--- src/rtl/disp_pkg.sv ---
// Shared constants and types for the four-digit multiplexed display scanner.
package disp_pkg;

    localparam int unsigned NUM_DIGITS = 4;
    localparam logic [NUM_DIGITS-1:0] AN_OFF = 4'b1111;

    typedef logic [1:0] digit_idx_t;

    // Active-low one-hot anode pattern for the given digit.
    function automatic logic [NUM_DIGITS-1:0] an_select(input digit_idx_t idx);
        return ~(4'b0001 << idx);
    endfunction

endpackage

--- src/rtl/scan_prescaler.sv ---
// Free-running 0..DIV-1 counter; TICK marks the terminal count, CNT_ZERO the first count.
module scan_prescaler #(
    parameter int unsigned DIV = 50000
) (
    input  logic CLK,
    input  logic RESET,
    output logic TICK,
    output logic CNT_ZERO
);

    localparam int unsigned CW = $clog2(DIV);
    localparam logic [CW-1:0] LAST = CW'(DIV - 1);

    logic [CW-1:0] cnt;

    always_ff @(posedge CLK or posedge RESET) begin
        if (RESET) begin
            cnt <= '0;
        end else if (cnt == LAST) begin
            cnt <= '0;
        end else begin
            cnt <= cnt + CW'(1);
        end
    end

    assign TICK     = (cnt == LAST);
    assign CNT_ZERO = (cnt == '0);

endmodule

--- src/rtl/disp_scan.sv ---
// Four-digit 7-segment scan multiplexer with registered HEX/AN/SCAN_TICK outputs.
// Optional leading-zero blanking: compile with `define DISP_SCAN_LZB_EN.
module disp_scan
    import disp_pkg::*;
#(
    parameter int unsigned DIV = 50000
) (
    input  logic        CLK,
    input  logic        RESET,
    input  logic [15:0] DIGITS,
    input  logic        LOAD,
    input  logic        ENABLE,
    output logic [3:0]  HEX,
    output logic [3:0]  AN,
    output logic        SCAN_TICK
);

    logic [15:0]           shadow;
    digit_idx_t            idx;
    logic                  tick;
    logic                  cnt_zero;
    logic [NUM_DIGITS-1:0] blank;

    scan_prescaler #(.DIV(DIV)) u_prescaler (
        .CLK      (CLK),
        .RESET    (RESET),
        .TICK     (tick),
        .CNT_ZERO (cnt_zero)
    );

`ifdef DISP_SCAN_LZB_EN
    // Digit i is blanked when it and every more significant digit are zero.
    always_comb begin
        blank    = '0;
        blank[1] = (shadow[15:4]  == '0);
        blank[2] = (shadow[15:8]  == '0);
        blank[3] = (shadow[15:12] == '0);
    end
`else
    assign blank = '0;
`endif

    // Outputs are a one-cycle-delayed view of prescaler/index/shadow, so the
    // AN guard lands exactly on the cycle where HEX switches digit.
    always_ff @(posedge CLK or posedge RESET) begin
        if (RESET) begin
            shadow    <= '0;
            idx       <= '0;
            HEX       <= '0;
            AN        <= AN_OFF;
            SCAN_TICK <= 1'b0;
        end else begin
            if (LOAD) begin
                shadow <= DIGITS;
            end
            if (tick) begin
                idx <= idx + 2'd1;
            end
            HEX       <= shadow[{idx, 2'b00} +: 4];
            SCAN_TICK <= tick;
            if (cnt_zero || !ENABLE || blank[idx]) begin
                AN <= AN_OFF;
            end else begin
                AN <= an_select(idx);
            end
        end
    end

endmodule

--- config.mk ---
export PLATFORM = sky130hd
export DESIGN_NAME = disp_scan
export DESIGN_NICKNAME = d
export VERILOG_FILES = /design/src/rtl/disp_pkg.sv /design/src/rtl/scan_prescaler.sv /design/src/rtl/disp_scan.sv
export SDC_FILE = /design/constraint.sdc
export NUM_CORES = 1
export LEC_CHECK = 0
export BUFFER_PORTS_ARGS = -buffer_cell sky130_fd_sc_hd__clkbuf_2
export CAP_MARGIN = 15
export CORE_ASPECT_RATIO = 0.9
export CORE_MARGIN = 2
export CORE_UTILIZATION = 25
export DETAILED_ROUTE_END_ITERATION = 7
export SYNTH_ARGS = -nofsm -noshare
export SYNTH_HDL_FRONTEND = slang
export SYNTH_HIERARCHICAL = 1
export SYNTH_SLANG_ARGS = --single-unit
--- constraint.sdc ---
create_clock -name CLK -period 2.48 [get_ports CLK]
set_clock_uncertainty 0.1 [all_clocks]
set_input_delay 0.62 -clock CLK [delete_from_list [all_inputs] [get_ports CLK]]
set_output_delay 0.62 -clock CLK [all_outputs]
set_load 0.01 [all_outputs]
==> Word level (Yosys, flattened, before mapping) <==
Cells that the tools add are included.
{ "word_totals": {"regBits": 43, "latchBits": 0, "ram_bits": 0, "mem_bits_ro": 0, "input_bits": 20, "output_inout_bits": 9, "wordCells": 21, "memories": 0} }
{ "classes": {"n_addsub": 2, "mul": 0, "div_mod_pow": 0, "n_lt_le_gt_ge": 1, "n_eq_ne": 1, "shifts": 2, "muxes": 4, "bitwise_logic": 1, "n_reduce_logical": 4} }
{ "ops": {"columns": ["operator", "n"], "rows": [
  ["adder 16 x 1 -> 16 bit (second input constant)", 1],
  ["equality test 16 bit (second input constant)", 1],
  ["logical NOT 16 bit", 1],
  ["two-way mux 16 bit", 1],
  ["variable part select 16 x 5 -> 4 bit", 1],
  ["two-way mux 4 bit", 1],
  ["inverter 4 bit", 1],
  ["<< shifter 1 x 2 -> 4 bit (first input constant)", 1],
  ["less-than comparator 2 x 3 -> 1 bit (second input constant)", 1],
  ["adder 2 x 1 -> 2 bit (second input constant)", 1],
  ["binary-select mux 1 bit (select 2 bit)", 1],
  ["logical OR 1 bit", 2],
  ["logical NOT 1 bit", 1],
  ["two-way mux 1 bit", 1]
]} }

==> Logic depth before layout (Yosys ltp) <==
{ "depth": {"ltp_word": 4, "ltp_mapped": 6} }

==> Hierarchy <==
The synthesis kept the hierarchy.
{ "by_module_without_submodules": {"columns": ["module", "n_inst", "cells_per_inst", "area_each_um2", "seq_area_each_um2"], "rows": [
  ["disp_scan", 1, 63, 1096.1, 680.7],
  ["scan_prescaler", 1, 77, 790.8, 400.4]
]} }

==> Worst setup path before layout <==
No wires, ideal clock.
{ "synth_timing": {"path_kind": "flip-flop to flip-flop", "from": "register u_prescaler.cnt[0]", "to": "register idx[1]", "setup_ns": 0.125, "t_arrival_ns": 1.622, "required_time_ns": 2.255, "slack_ns": 0.633, "path_stages_with_launch": 5, "synth_period_minus_slack_ns": 1.847, "cell_sequence": "dfrtp_1 -> ha_1 -> nand3_4 -> nor4_4 -> mux2_2"} }
{ "synth_via": {"elab_chain_len": 1} }
{ "synth_lines": {"columns": ["item", "line_no", "text"], "rows": [
  ["start: declaration", "scan_prescaler.sv:14", "logic [CW-1:0] cnt;"],
  ["start signal: assignment", "scan_prescaler.sv:22", "cnt <= cnt + CW'(1);"],
  ["equality test 16 bit", "scan_prescaler.sv:26", "assign TICK = (cnt == LAST);"],
  ["named net tick", "disp_scan.sv:20", "logic tick;"],
  ["end signal: assignment", "disp_scan.sv:57", "idx <= idx + 2'd1;"],
  ["end: declaration", "disp_scan.sv:19", "digit_idx_t idx;"]
]} }
The timed path passes the listed nets, and every way through them passes these cells.
A chain may end at the register's enable or synchronous reset.

==> Worst setup path in the final report <==
{ "layout_timing": {"from": "register u_prescaler.cnt[5]", "to": "register idx[1]"} }
Same word-level chain as after synthesis.

==> flow_metrics.py <==
metrics = {
    "status": {
        "status": "completed",
    },
    "pwr": {
        "switchingPower_w": 0.0002837,
        "power_density_mw_per_mm2": 570.6,
        "leakage_nw": 0.9923,
        "p_clk_frac": 0.341,
        "combPwrFrac": 0.067,
        "p_int_w": 0.0009793,
        "finalPower_w": 0.001263,
        "seq_power_share": 0.593,
        "power_switching_share": 0.2246,
        "vdd_drop_max_uv": 212.1,
    },
    "yosys": {
        "synth_top_area_share": 0.5172,
        "syn_inst": 140,
        "syn_avg_cell_area_sq_um": 13.48,
        "syn_nets": 166,
        "ys_types": 21,
        "syn_area_sq_mm": 0.001887,
        "yosysTopAreaCell": "dfrtp_1",
        "ys_seq_elements": 43,
        "post_synth_main_area_contributors": "dfrtp_1, mux2_2, dfstp_2",
        "yosysWarnings": 6,
        "yosysSeqAreaShare": 0.5729,
    },
    "global_route": {
        "grt_pass1_wl_microns": 5499,
        "antenna_found_initial": 0,
        "first_global_vias": 1138,
        "grt_max_degree": 28,
        "grt_overflow": 0,
        "track_usage": 0.09006,
    },
    "critical_path": {
        "worst-path-max-fanout": 4,
        "r2r_end": "idx[1]",
        "worst-setup-path-type": "reg -> reg",
        "worst_ep_arrival_time_ns": 1.79,
        "crit_required_ns": 2.56,
        "critPathLaunchType": "flip-flop",
        "end_kind": "flip-flop",
        "worstRegToRegCells": 4,
        "reg2reg_slack_ns": 0.78,
        "r2r-start": "u_prescaler/cnt[5]",
    },
    "floorplanning": {
        "io-pin-count": 29,
        "rows": 30,
        "core_sq_mm": 0.007432,
        "die_x_microns": 95.58,
        "start_util": 0.2539,
        "die_y_microns": 86.42,
        "die_area_sq_mm": 0.008259,
    },
    "place": {
        "gp_congestion": 0.7411,
        "hpwl_microns": 2322,
        "io_buffers": 28,
        "place_area_sq_mm": 0.002128,
    },
    "cells_and_area": {
        "n_antenna_cell": 0,
        "ff_latch_area_sq_mm": 0.001081,
        "area_delta_synth_final_pct": 17.31,
        "fin_nets": 200,
        "multiInputGateArea_sq_um": 738.2,
        "fillers": 787,
        "drive_above_1_share": 0.3657,
        "fin_area_sq_mm": 0.002213,
    },
    "clock_network": {
        "h-tree-depth": 2,
        "clockBufferDepth": 2,
        "clkTransAtPathRegs_ns": 0.08,
        "cts_tree": "yes",
        "cts_resized": 0,
        "postCtsSetupRepairBufs": 0,
        "cts_num_sinks": 43,
        "root_buffer": "clkbuf_8",
        "clk_latency_ns": 0.29,
        "numCtsBuffers": 5,
        "ctsHoldBuffers": 0,
    },
    "timing": {
        "worst_pin_slew_ns": 0.6109,
        "finalSetupViolCount": 0,
        "fin_crit_ns": 1.702,
        "slew_viol_final": 0,
        "rsz0062_at_grt": "false",
        "period_share": 0.6864,
        "slew_headroom": 0.5923,
        "timing_hold_violations_final": 0,
        "max_freq_mhz": 587.4,
        "setup-tns-final_ns": 0,
    },
    "detailed_routing": {
        "wl_per_cell_microns": 11.86,
        "detail-route-antenna-nets": 0,
        "drcViolationCount": 0,
        "finalWirelength_microns": 3214,
        "drtPass1Iterations": 4,
        "drtIter0Drc": 56,
        "num_vias": 1126,
        "viasPerCell": 4.155,
    },
    "min_path": {
        "hold_path_class": "in -> async",
    },
    "job": {
        "maxCapViolCount": 0,
    },
}
## layout by cell type, fill, tap and decap left out
| cell type | count |
|---|---|
| inv_1 | 9 |
| dfstp_2 | 4 |
| nand3b_1 | 4 |
| nand3_4 | 1 |
| nand2_1 | 5 |
| nand4_1 | 5 |
| nor4b_1 | 1 |
| clkbuf_1 | 1 |
| clkbuf_2 | 28 |
| xnor2_1 | 9 |
| mux4_2 | 4 |
| nor3_1 | 5 |
| nor4_1 | 4 |
| xor2_1 | 6 |
| nor2_1 | 12 |
| nor4_4 | 1 |
| nand3_1 | 3 |
| nor2b_1 | 1 |
| and3_1 | 1 |
| clkbuf_8 | 5 |
| buf_4 | 2 |
| mux2_2 | 17 |
| clkinv_2 | 1 |
| ha_1 | 6 |
| dfrtp_1 | 39 |
| clkinvlp_4 | 1 |
## state kept, by name, indices dropped and copies added, names as in the netlist
register / flops
SCAN_TICK: 1
u_prescaler/cnt: 16
HEX: 4
shadow: 16
idx: 2
AN: 4
## power groups by stage
stage          Sequential [W]  Combinational [W]  Clock, W
2_1_floorplan        0.000762          0.0000541         0
6_report             0.000748          0.0000844  0.000430
5_1_grt              0.000753          0.0000945  0.000480
4_1_cts              0.000749          0.0000874  0.000446
3_5_place_dp         0.000763          0.0000872         0
3_3_place_gp         0.000762          0.0000859         0
## layout make-up
type / instances / share of cell area
clock buffer: 6 / 0.03279
clock inverter: 2 / 0.005653
inverter: 9 / 0.01526
multi-input combinational: 85 / 0.3335
sequential: 43 / 0.4884
tap: 96 / 0.05427
timing repair buffer: 30 / 0.07010
## how the worst max path moves through the flow
| stage | start | end | slack [ns] | depth (start not counted) |
|---|---|---|---|---|
| 5_1_grt | u_prescaler/cnt[4] | idx[0] | 0.64 | 5 |
| 4_1_cts | u_prescaler/cnt[0] | u_prescaler/cnt[14] | 0.77 | 5 |
| 3_5_place_dp | u_prescaler/cnt[0] | u_prescaler/cnt[14] | 0.79 | 5 |
| 3_3_place_gp | u_prescaler/cnt[4] | idx[1] | 0.82 | 4 |
| 2_1_floorplan | u_prescaler/cnt[0] | idx[1] | 0.63 | 4 |
| 6_report | u_prescaler/cnt[5] | idx[1] | 0.78 | 4 |
## synth_stat cells
library cell / instances
nor2b_1: 1
nand2_1: 5
mux4_2: 4
nor4_4: 1
dfstp_2: 4
nand3_4: 1
xor2_1: 6
dfrtp_1: 39
xnor2_1: 9
nand4_1: 5
nor4b_1: 1
nor4_1: 4
buf_6: 3
nand3_1: 3
nand3b_1: 4
ha_1: 6
nor3_1: 5
inv_1: 9
and3_1: 1
mux2_2: 17
nor2_1: 12
## per-layer routing
metal  GRT usage  vias to the layer above  routed length, microns
met2      0.1316                       19                    1436
met3     0.03304                        6                     158
met4     0.05065                        0                      74
met1      0.1148                      550                    1545
li1            -                      551                       -
met5           0                        -                       0
## through the flow
stage                     instances  setup slack, ns    util  hold WS (ns)
after floorplan                 140           0.6332       -        0.3683
after global placement          263           0.8159  0.2864        0.3878
after detailed placement        263           0.7880  0.2864        0.3937
after CTS                       271           0.7724  0.2978        0.2767
after global routing            271           0.6448  0.2978        0.2891
final                           271           0.7777  0.2978        0.2717
## worst max-delay path, stage by stage, from the launching register on
cell and delay (ns):
dfrtp_1 0.43, nor4_1 0.29, nand2_1 0.16, nor4_4 0.25
mux2_2 0.36
## kinds of logic (layout without fill, tap and decap cells)
logic type,count (synthesis),count (layout),synth area share
xor gates and xnor gates,15,15,0.06963
adders and majority gates,6,6,0.03979
buffers and inverters,12,47,0.03581
DFF,43,43,0.5729
muxes,21,21,0.1492
and+or+nand+nor,43,43,0.1326
Note: power is estimated with default switching activity, not from simulation.
